`config.mk`:
```
export PLATFORM = sky130hd
export DESIGN_NAME = ins_decode_flat
export DESIGN_NICKNAME = d
export VERILOG_FILES = /design/src/rtl/ins_decode_pkg.sv /design/src/rtl/ins_decode_if.sv /design/src/rtl/ins_decode_reg_file.sv /design/src/rtl/ins_decode.sv /design/src/flat_wrapper.sv
export SDC_FILE = /design/constraint.sdc
export NUM_CORES = 2
export LEC_CHECK = 0
export CAP_MARGIN = 20
export CORE_UTILIZATION = 35
export CTS_CLUSTER_SIZE = 16
export DETAILED_ROUTE_END_ITERATION = 12
export DONT_BUFFER_PORTS = 1
export GPL_TIMING_DRIVEN = 1
export SLEW_MARGIN = 10
export SYNTH_ARGS = -nofsm -noshare
export SYNTH_HDL_FRONTEND = slang
export SYNTH_SLANG_ARGS = --single-unit
```
`constraint.sdc`:
```
create_clock -name clk -period 3.8 [get_ports clk]
set_input_delay 0.57 -clock clk [delete_from_list [all_inputs] [get_ports clk]]
set_output_delay 0.57 -clock clk [all_outputs]
set_load 0.005 [all_outputs]
```
`src/rtl/ins_decode_pkg.sv`:
```
// Shared decode constants for the single-cycle MIPS-subset decode stage:
// opcode/funct values, ALU control encodings, widths and the immediate extender.
package ins_decode_pkg;

    localparam int DATA_WIDTH = 32;
    localparam int REG_ADDR_W = 5;

    localparam logic [5:0] OP_RTYPE = 6'b000000;
    localparam logic [5:0] OP_ADDIU = 6'b001001;
    localparam logic [5:0] OP_ORI   = 6'b001101;
    localparam logic [5:0] OP_LUI   = 6'b001111;
    localparam logic [5:0] OP_LW    = 6'b100011;
    localparam logic [5:0] OP_SW    = 6'b101011;
    localparam logic [5:0] OP_BEQ   = 6'b000100;
    localparam logic [5:0] OP_J     = 6'b000010;

    localparam logic [5:0] FN_ADDU  = 6'b100001;
    localparam logic [5:0] FN_SUBU  = 6'b100011;
    localparam logic [5:0] FN_AND   = 6'b100100;
    localparam logic [5:0] FN_OR    = 6'b100101;
    localparam logic [5:0] FN_SLT   = 6'b101010;

    typedef enum logic [2:0] {
        ALU_ADD = 3'b000,
        ALU_SUB = 3'b001,
        ALU_OR  = 3'b010,
        ALU_AND = 3'b011,
        ALU_SLT = 3'b100,
        ALU_LUI = 3'b101
    } alu_ctr_e;

    typedef struct packed {
        logic     reg_dst;
        logic     alu_src;
        logic     mem_to_reg;
        logic     reg_write;
        logic     mem_write;
        logic     branch;
        logic     jump;
        logic     ext_op;
        alu_ctr_e alu_ctr;
        logic     illegal;
    } ctrl_t;

    // ext_op=1 replicates imm[15]; ext_op=0 zero-fills the upper half.
    function automatic logic [31:0] extend_imm(input logic [15:0] imm, input logic ext_op);
        extend_imm = {(ext_op ? {16{imm[15]}} : 16'h0000), imm};
    endfunction

endpackage

```
`src/rtl/ins_decode_if.sv`:
```
// Fetch/decode/execute/write-back bus seen by the decode stage.
// master drives the instruction and write-back data; slave is the decoder.
interface ins_decode_if #(parameter int DATA_WIDTH = 32);
    logic [31:0]           Instruction;
    logic [DATA_WIDTH-1:0] busW;
    logic [DATA_WIDTH-1:0] busA;
    logic [DATA_WIDTH-1:0] busB;
    logic [31:0]           ext_imm;
    logic                  RegDst;
    logic                  ALUSrc;
    logic                  MemtoReg;
    logic                  RegWrite;
    logic                  MemWrite;
    logic                  Branch;
    logic                  Jump;
    logic                  ExtOp;
    logic [2:0]            ALUctr;
    logic                  illegal;

    modport master (
        output Instruction, busW,
        input  busA, busB, ext_imm, RegDst, ALUSrc, MemtoReg, RegWrite,
               MemWrite, Branch, Jump, ExtOp, ALUctr, illegal
    );

    modport slave (
        input  Instruction, busW,
        output busA, busB, ext_imm, RegDst, ALUSrc, MemtoReg, RegWrite,
               MemWrite, Branch, Jump, ExtOp, ALUctr, illegal
    );
endinterface

```
`src/rtl/ins_decode_reg_file.sv`:
```
// 2-read/1-write register file: async reads, negedge write, async active-low clear.
// Register 0 always reads zero and silently drops writes.
module ins_decode_reg_file #(
    parameter int DATA_WIDTH = 32,
    parameter int REG_ADDR_W = 5
) (
    input  logic                  clk,
    input  logic                  reset,
    input  logic [REG_ADDR_W-1:0] ra,
    input  logic [REG_ADDR_W-1:0] rb,
    input  logic [REG_ADDR_W-1:0] rw,
    input  logic                  we,
    input  logic [DATA_WIDTH-1:0] wd,
    output logic [DATA_WIDTH-1:0] qa,
    output logic [DATA_WIDTH-1:0] qb
);
    localparam int NREGS = 2 ** REG_ADDR_W;

    logic [DATA_WIDTH-1:0] regs_r [0:NREGS-1];

    // Write on the falling edge, aligned with the PC update in fetch; no read bypass.
    always_ff @(negedge clk or negedge reset) begin
        if (!reset) begin
            for (int i = 0; i < NREGS; i++) begin
                regs_r[i] <= '0;
            end
        end else if (we && (rw != '0)) begin
            regs_r[rw] <= wd;
        end
    end

    assign qa = (ra == '0) ? '0 : regs_r[ra];
    assign qb = (rb == '0) ? '0 : regs_r[rb];

endmodule

```
`src/rtl/ins_decode.sv`:
```
// Single-cycle decode stage: combinational control decode from the instruction,
// immediate extension, and the architectural register file.
module ins_decode
    import ins_decode_pkg::*;
#(
    parameter int DATA_WIDTH = ins_decode_pkg::DATA_WIDTH,
    parameter int REG_ADDR_W = ins_decode_pkg::REG_ADDR_W
) (
    input  logic         clk,
    input  logic         reset,
    ins_decode_if.slave  dec
);
    logic [5:0]            opcode_s;
    logic [5:0]            funct_s;
    logic [REG_ADDR_W-1:0] rs_s;
    logic [REG_ADDR_W-1:0] rt_s;
    logic [REG_ADDR_W-1:0] rd_s;
    logic [REG_ADDR_W-1:0] rw_s;
    logic                  unused_shamt_s;
    ctrl_t                 ctrl_s;

    assign opcode_s       = dec.Instruction[31:26];
    assign funct_s        = dec.Instruction[5:0];
    assign rs_s           = dec.Instruction[25:21];
    assign rt_s           = dec.Instruction[20:16];
    assign rd_s           = dec.Instruction[15:11];
    assign unused_shamt_s = ^dec.Instruction[10:6];

    // Control decode; every don't-care is driven 0 and unsupported encodings flag illegal.
    always_comb begin
        ctrl_s = '0;
        case (opcode_s)
            OP_RTYPE: begin
                ctrl_s.reg_dst   = 1'b1;
                ctrl_s.reg_write = 1'b1;
                case (funct_s)
                    FN_ADDU: ctrl_s.alu_ctr = ALU_ADD;
                    FN_SUBU: ctrl_s.alu_ctr = ALU_SUB;
                    FN_AND:  ctrl_s.alu_ctr = ALU_AND;
                    FN_OR:   ctrl_s.alu_ctr = ALU_OR;
                    FN_SLT:  ctrl_s.alu_ctr = ALU_SLT;
                    default: begin
                        ctrl_s         = '0;
                        ctrl_s.illegal = 1'b1;
                    end
                endcase
            end
            OP_ADDIU: begin
                ctrl_s.alu_src   = 1'b1;
                ctrl_s.reg_write = 1'b1;
                ctrl_s.ext_op    = 1'b1;
                ctrl_s.alu_ctr   = ALU_ADD;
            end
            OP_ORI: begin
                ctrl_s.alu_src   = 1'b1;
                ctrl_s.reg_write = 1'b1;
                ctrl_s.alu_ctr   = ALU_OR;
            end
            OP_LUI: begin
                ctrl_s.alu_src   = 1'b1;
                ctrl_s.reg_write = 1'b1;
                ctrl_s.alu_ctr   = ALU_LUI;
            end
            OP_LW: begin
                ctrl_s.alu_src    = 1'b1;
                ctrl_s.mem_to_reg = 1'b1;
                ctrl_s.reg_write  = 1'b1;
                ctrl_s.ext_op     = 1'b1;
                ctrl_s.alu_ctr    = ALU_ADD;
            end
            OP_SW: begin
                ctrl_s.alu_src   = 1'b1;
                ctrl_s.mem_write = 1'b1;
                ctrl_s.ext_op    = 1'b1;
                ctrl_s.alu_ctr   = ALU_ADD;
            end
            OP_BEQ: begin
                ctrl_s.branch  = 1'b1;
                ctrl_s.ext_op  = 1'b1;
                ctrl_s.alu_ctr = ALU_SUB;
            end
            OP_J: begin
                ctrl_s.jump = 1'b1;
            end
            default: begin
                ctrl_s.illegal = 1'b1;
            end
        endcase
    end

    assign rw_s = ctrl_s.reg_dst ? rd_s : rt_s;

    ins_decode_reg_file #(
        .DATA_WIDTH (DATA_WIDTH),
        .REG_ADDR_W (REG_ADDR_W)
    ) u_reg_file (
        .clk   (clk),
        .reset (reset),
        .ra    (rs_s),
        .rb    (rt_s),
        .rw    (rw_s),
        .we    (ctrl_s.reg_write),
        .wd    (dec.busW),
        .qa    (dec.busA),
        .qb    (dec.busB)
    );

    assign dec.ext_imm  = extend_imm(dec.Instruction[15:0], ctrl_s.ext_op);
    assign dec.RegDst   = ctrl_s.reg_dst;
    assign dec.ALUSrc   = ctrl_s.alu_src;
    assign dec.MemtoReg = ctrl_s.mem_to_reg;
    assign dec.RegWrite = ctrl_s.reg_write;
    assign dec.MemWrite = ctrl_s.mem_write;
    assign dec.Branch   = ctrl_s.branch;
    assign dec.Jump     = ctrl_s.jump;
    assign dec.ExtOp    = ctrl_s.ext_op;
    assign dec.ALUctr   = ctrl_s.alu_ctr;
    assign dec.illegal  = ctrl_s.illegal;

endmodule

```
`src/flat_wrapper.sv`:
```
// flat-port wrapper written by rule: the top's interface ports become plain ports
module ins_decode_flat import ins_decode_pkg::*;
#(
    parameter int DATA_WIDTH = ins_decode_pkg::DATA_WIDTH,
    parameter int REG_ADDR_W = ins_decode_pkg::REG_ADDR_W
)
  (clk, reset, dec_Instruction, dec_busW, dec_busA, dec_busB, dec_ext_imm, dec_RegDst, dec_ALUSrc, dec_MemtoReg, dec_RegWrite, dec_MemWrite, dec_Branch, dec_Jump, dec_ExtOp, dec_ALUctr, dec_illegal);
  ins_decode_if #(.DATA_WIDTH(DATA_WIDTH)) dec_i ();
  input  logic clk;
  input  logic reset;
  input wire logic [$bits(dec_i.Instruction)-1:0] dec_Instruction;
  input wire logic [$bits(dec_i.busW)-1:0] dec_busW;
  output wire logic [$bits(dec_i.busA)-1:0] dec_busA;
  output wire logic [$bits(dec_i.busB)-1:0] dec_busB;
  output wire logic [$bits(dec_i.ext_imm)-1:0] dec_ext_imm;
  output wire logic [$bits(dec_i.RegDst)-1:0] dec_RegDst;
  output wire logic [$bits(dec_i.ALUSrc)-1:0] dec_ALUSrc;
  output wire logic [$bits(dec_i.MemtoReg)-1:0] dec_MemtoReg;
  output wire logic [$bits(dec_i.RegWrite)-1:0] dec_RegWrite;
  output wire logic [$bits(dec_i.MemWrite)-1:0] dec_MemWrite;
  output wire logic [$bits(dec_i.Branch)-1:0] dec_Branch;
  output wire logic [$bits(dec_i.Jump)-1:0] dec_Jump;
  output wire logic [$bits(dec_i.ExtOp)-1:0] dec_ExtOp;
  output wire logic [$bits(dec_i.ALUctr)-1:0] dec_ALUctr;
  output wire logic [$bits(dec_i.illegal)-1:0] dec_illegal;
  assign dec_i.Instruction = dec_Instruction;
  assign dec_i.busW = dec_busW;
  assign dec_busA = dec_i.busA;
  assign dec_busB = dec_i.busB;
  assign dec_ext_imm = dec_i.ext_imm;
  assign dec_RegDst = dec_i.RegDst;
  assign dec_ALUSrc = dec_i.ALUSrc;
  assign dec_MemtoReg = dec_i.MemtoReg;
  assign dec_RegWrite = dec_i.RegWrite;
  assign dec_MemWrite = dec_i.MemWrite;
  assign dec_Branch = dec_i.Branch;
  assign dec_Jump = dec_i.Jump;
  assign dec_ExtOp = dec_i.ExtOp;
  assign dec_ALUctr = dec_i.ALUctr;
  assign dec_illegal = dec_i.illegal;
  ins_decode #(.DATA_WIDTH(DATA_WIDTH), .REG_ADDR_W(REG_ADDR_W)) u_core (.clk(clk), .reset(reset), .dec(dec_i));
endmodule
```
; Yosys cells after proc, flatten, opt, wreduce, memory -nomap -nowiden
; Cells that the tools add are included.
[word_totals]
in_bits = 66
output_inout_bits = 108
reg_bits = 1024
elab_cells = 88
[classes]
n_eq_ne = 12
mux = 26
n_lt_le_gt_ge = 4
bitwise = 3
reduce_logical = 11
[op_table]
columns = cell, count
row1 = 1024-bit bitwise mux, 1
row2 = 32-bit binary-select mux with 5-bit select, 2
row3 = 32-bit 2-to-1 mux, 7
row4 = 32-bit demux with 5-bit select, 1
row5 = 6-bit == test (second input constant), 7
row6 = 3-bit case mux with 4 select lines, 2
row7 = 6-bit by 4-bit == test with 1-bit output (second input constant), 3
row8 = 6-bit greater-or-equal comparator (second input constant), 3
row9 = 5-bit inverter with 6-bit output, 3
row10 = 16-bit 2-to-1 mux, 1
row11 = 1-bit case mux with 2 select lines, 8
row12 = 5-bit logical NOT, 2
row13 = 5-bit OR reduction, 2
row14 = 8-bit 2-to-1 mux, 1
row15 = 4-bit OR reduction, 2
row16 = 7-bit OR reduction, 1
row17 = 6-bit by 2-bit == test with 1-bit output (second input constant), 1
row18 = 6-bit by 3-bit == test with 1-bit output (second input constant), 1
row19 = 6-bit logical NOT, 1
row20 = 6-bit by 1-bit less-than comparator with 1-bit output (second input constant), 1
row21 = 5-bit 2-to-1 mux, 1
row22 = 5-bit nonzero test, 1
row23 = 1-bit logical AND, 2
row24 = 1-bit 2-to-1 mux, 2

; Logic depth before layout (Yosys ltp)
[depth]
ltp_word = 11
mapped_depth = 9
mapped_depth_nobuf = 5

; Cells and area by module
; Synthesis repeated with hierarchy kept, for this count alone.
[unflattened]
cells_unflattened = 3708
hier_area_um2 = 55065.3
[by_module_without_submodules]
columns = module, n_inst, seq_area_each_um2, area_per_inst_um2, cells_per_inst
row1 = ins_decode_reg_file, 1, 25624.6, 54369.6, 3621
row2 = ins_decode, 1, 0.0, 695.7, 87

==> qor.csv <==
metric,value,unit
portBuffers,0,
synth_top_family_by_area,multiplexers,
fp.dieH,398,µm
power_leakage,31.0,nW
grtUsageTotal,0.237,
area_delta_synth_final,24.6,%
largest_register_ffs,1024,
synth_area_leaders,"dfrtn_1, mux2_2, mux4_2",
synthMuxAreaShare,0.411,
cap_violations,0,
synth_cell_type_count,59,
clk-insertion-delay-late,0.67,ns
ir_drop,355,µV
clock_path_buffers,3,
place_hpwl,102000,µm
grt_max_degree,1025,
die_w,398,µm
fp.coreArea,155000,µm²
setup_viol,1056,
violations,"max-slew violations, negative setup slack",
async_flop_share,1.00,
h-tree-depth,3,
clock-sinks,1024,
total_power,25.7,mW
clk_pin_slew,0.05,ns
status,"complete, but fails checks",
drt_first_pass_iters,7,
pwr_density_cell,376,nW/µm²
routed_wl,195000,µm
synth-seq-cells,1024,
seq_area_frac_synth,0.468,
via_count,37200,
cts_made_buffers,110,
antenna_found_initial,2,
synth_edf_count,0,
hold_path_class,register to register,
synth_area,54800,µm²
syn_nets,3855,
rsz0062_at_grt,true,
place.gp.congestion,0.783,
cp-end-kind,primary output,
yosys.area_share.simple,0.0150,
finClkSkew,0,ns
nets,4001,
final_cell_area,68300,µm²
synth-main-ff-cell,dfrtn_1,
syn_avg_cell_area,14.5,µm²
yosys_warnings,0,
initial_utilization,0.354,
antenna_cells,0,
drive_gt1_frac,0.561,
synth-xor-area-share,0.000160,
die_area,158000,µm²
post_drt_wl_per_cell,32.1,µm
synth_fa_ha_area_frac,0,
drc,0,
cts_tree,built,
grt_overflow,0,
num_rows,144,
grt_pass1_wl,275000,µm
io-pin-count,174,
tightestPinTransition,1.67,ns
syn_inst,3789,
arrival,4.28,ns
root_buffer,clkbuf_16,
viasPerCell,6.13,
synth_compound_area_frac,0.0674,
hold_viol_final,0,
crit_path_start_kind,register,
setup_ws,-1.05,ns
reg_top3,u_core.u_reg_file.regs_r (1024),
worstSetupPathType,register to primary output,
largest-register,u_core.u_reg_file.regs_r,
drtIter0Drc,3786,
worstPathMaxFanout,2,
dpl_cell_area,59700,µm²
grt_pass1_vias,37700,
synth_top_area_frac,0.468,
synth.largest_area_cell,dfrtn_1,
critPathRequiredTime,3.23,ns
slew_headroom,-0.115,
slew_viol_final,66,
ant_nets,0,
## cell type report
| type | count | area, µm² |
|---|---|---|
| multi-input cells | 2293 | 29900 |
| fillers | 13400 | 86500 |
| inverters | 4 | 15.0 |
| flip-flops and latches | 1024 | 25600 |
| clock inverters | 43 | 445 |
| well taps | 2044 | 2560 |
| clock buffers | 162 | 3270 |
| repair buffers | 502 | 6490 |
## repair_timing
| action | in CTS | in global routing |
|---|---|---|
| buffers inserted | 76 | 33 |
| cloned | 31 | 20 |
| setup endpoints to repair | 1056 | 1056 |
| pin swaps | 118 | 39 |
| gates resized for setup | 440 | 291 |
| hold buffers | 0 | 0 |
## stage by stage
step / TNS, ns / hold slack [ns] / std cells / worst slack (ns) / util
3_5_place_dp: -1111.72 / 0.341 / 5737 / -1.21 / 0.386
4_1_cts: -577.01 / 0.343 / 6040 / -1.02 / 0.431
5_1_grt: -635.35 / 0.352 / 6072 / -1.03 / 0.441
6_report: -607.93 / 0.342 / 6072 / -1.05 / 0.441
3_3_place_gp: -1124.71 / 0.336 / 5737 / -1.22 / 0.386
2_1_floorplan: -1009.86 / 0.399 / 3789 / -1.16 / -
## report_power, final
| group | switching (mW) | internal, mW |
|---|---|---|
| clock network | 4.77 | 6.37 |
| logic | 1.06 | 1.53 |
| registers | 0.384 | 11.5 |
| total | 6.21 | 19.5 |
## layout by cell type (no fill, tap or decap), drive strengths merged, types with 4 or more instances in the layout
master,n
a311oi,4
a21oi,92
o221ai,61
and3,9
nand3b,10
a22o,47
a22oi,82
o22ai,51
mux2,999
mux4,385
a21boi,10
clkinv,28
nor2b,14
bufinv,6
nand2b,4
o21bai,4
a211o,35
buf,483
a31oi,7
nor3,14
a211oi,60
nand2,40
nor2,29
a2111oi,8
dfrtn,1024
mux2i,256
inv,10
o21ai,35
or3b,6
clkbuf,181
## critical path, cell delays in order (launching register included)
cell and delay, ns:
dfrtn_1 0.42, nor2b_4 0.14, a2111oi_1 0.09, a311oi_1 0.33
a31oi_1 0.16, buf_4 0.20, a32oi_2 0.21, buf_4 0.16
## logic make-up (layout without fill, tap and decap cells)
| logic type | count (synthesis) | in the layout |
|---|---|---|
| multiplexers | 1640 | 1640 |
| flip-flops | 1024 | 1024 |
| AO/OA/AOI/OAI | 503 | 503 |
| buffers and inverters | 472 | 711 |
| AND/OR/NAND/NOR | 149 | 149 |
| XOR/XNOR | 1 | 1 |
## metal layers
| metal | global-route usage | wire length, µm | share of wire |
|---|---|---|---|
| met5 | 0 | 0 | 0 |
| met4 | 0.0865 | 7350 | 0.038 |
| met3 | 0.0462 | 14700 | 0.075 |
| met2 | 0.377 | 91300 | 0.47 |
| met1 | 0.320 | 81500 | 0.42 |
## synthesized netlist by cell type, drive strengths merged, types with 40 or more instances
cell type and number:
mux2 999, a22oi 82, mux2i 256, o221ai 61, nand2 40, a21oi 92, dfrtn 1024, mux4 385
a211oi 60, buf 194, a22o 47, clkbuf 274, o22ai 51
## final timing paths
check                      slack [ns]                       endpoint                            from  depth (start not counted)
max                             -1.05                   dec_busB[15]  u_core.u_reg_file.regs_r[1007]                          7
min                              0.34  u_core.u_reg_file.regs_r[992]   u_core.u_reg_file.regs_r[992]                          0
max reg2reg                      2.75  u_core.u_reg_file.regs_r[706]   u_core.u_reg_file.regs_r[706]                          3
min reg2reg                      0.34  u_core.u_reg_file.regs_r[992]   u_core.u_reg_file.regs_r[992]                          0
max in group asynchronous        0.48  u_core.u_reg_file.regs_r[459]                           reset                          2
min in group asynchronous        1.38  u_core.u_reg_file.regs_r[227]                           reset                          0
Power figures use the tool's default switching activity.
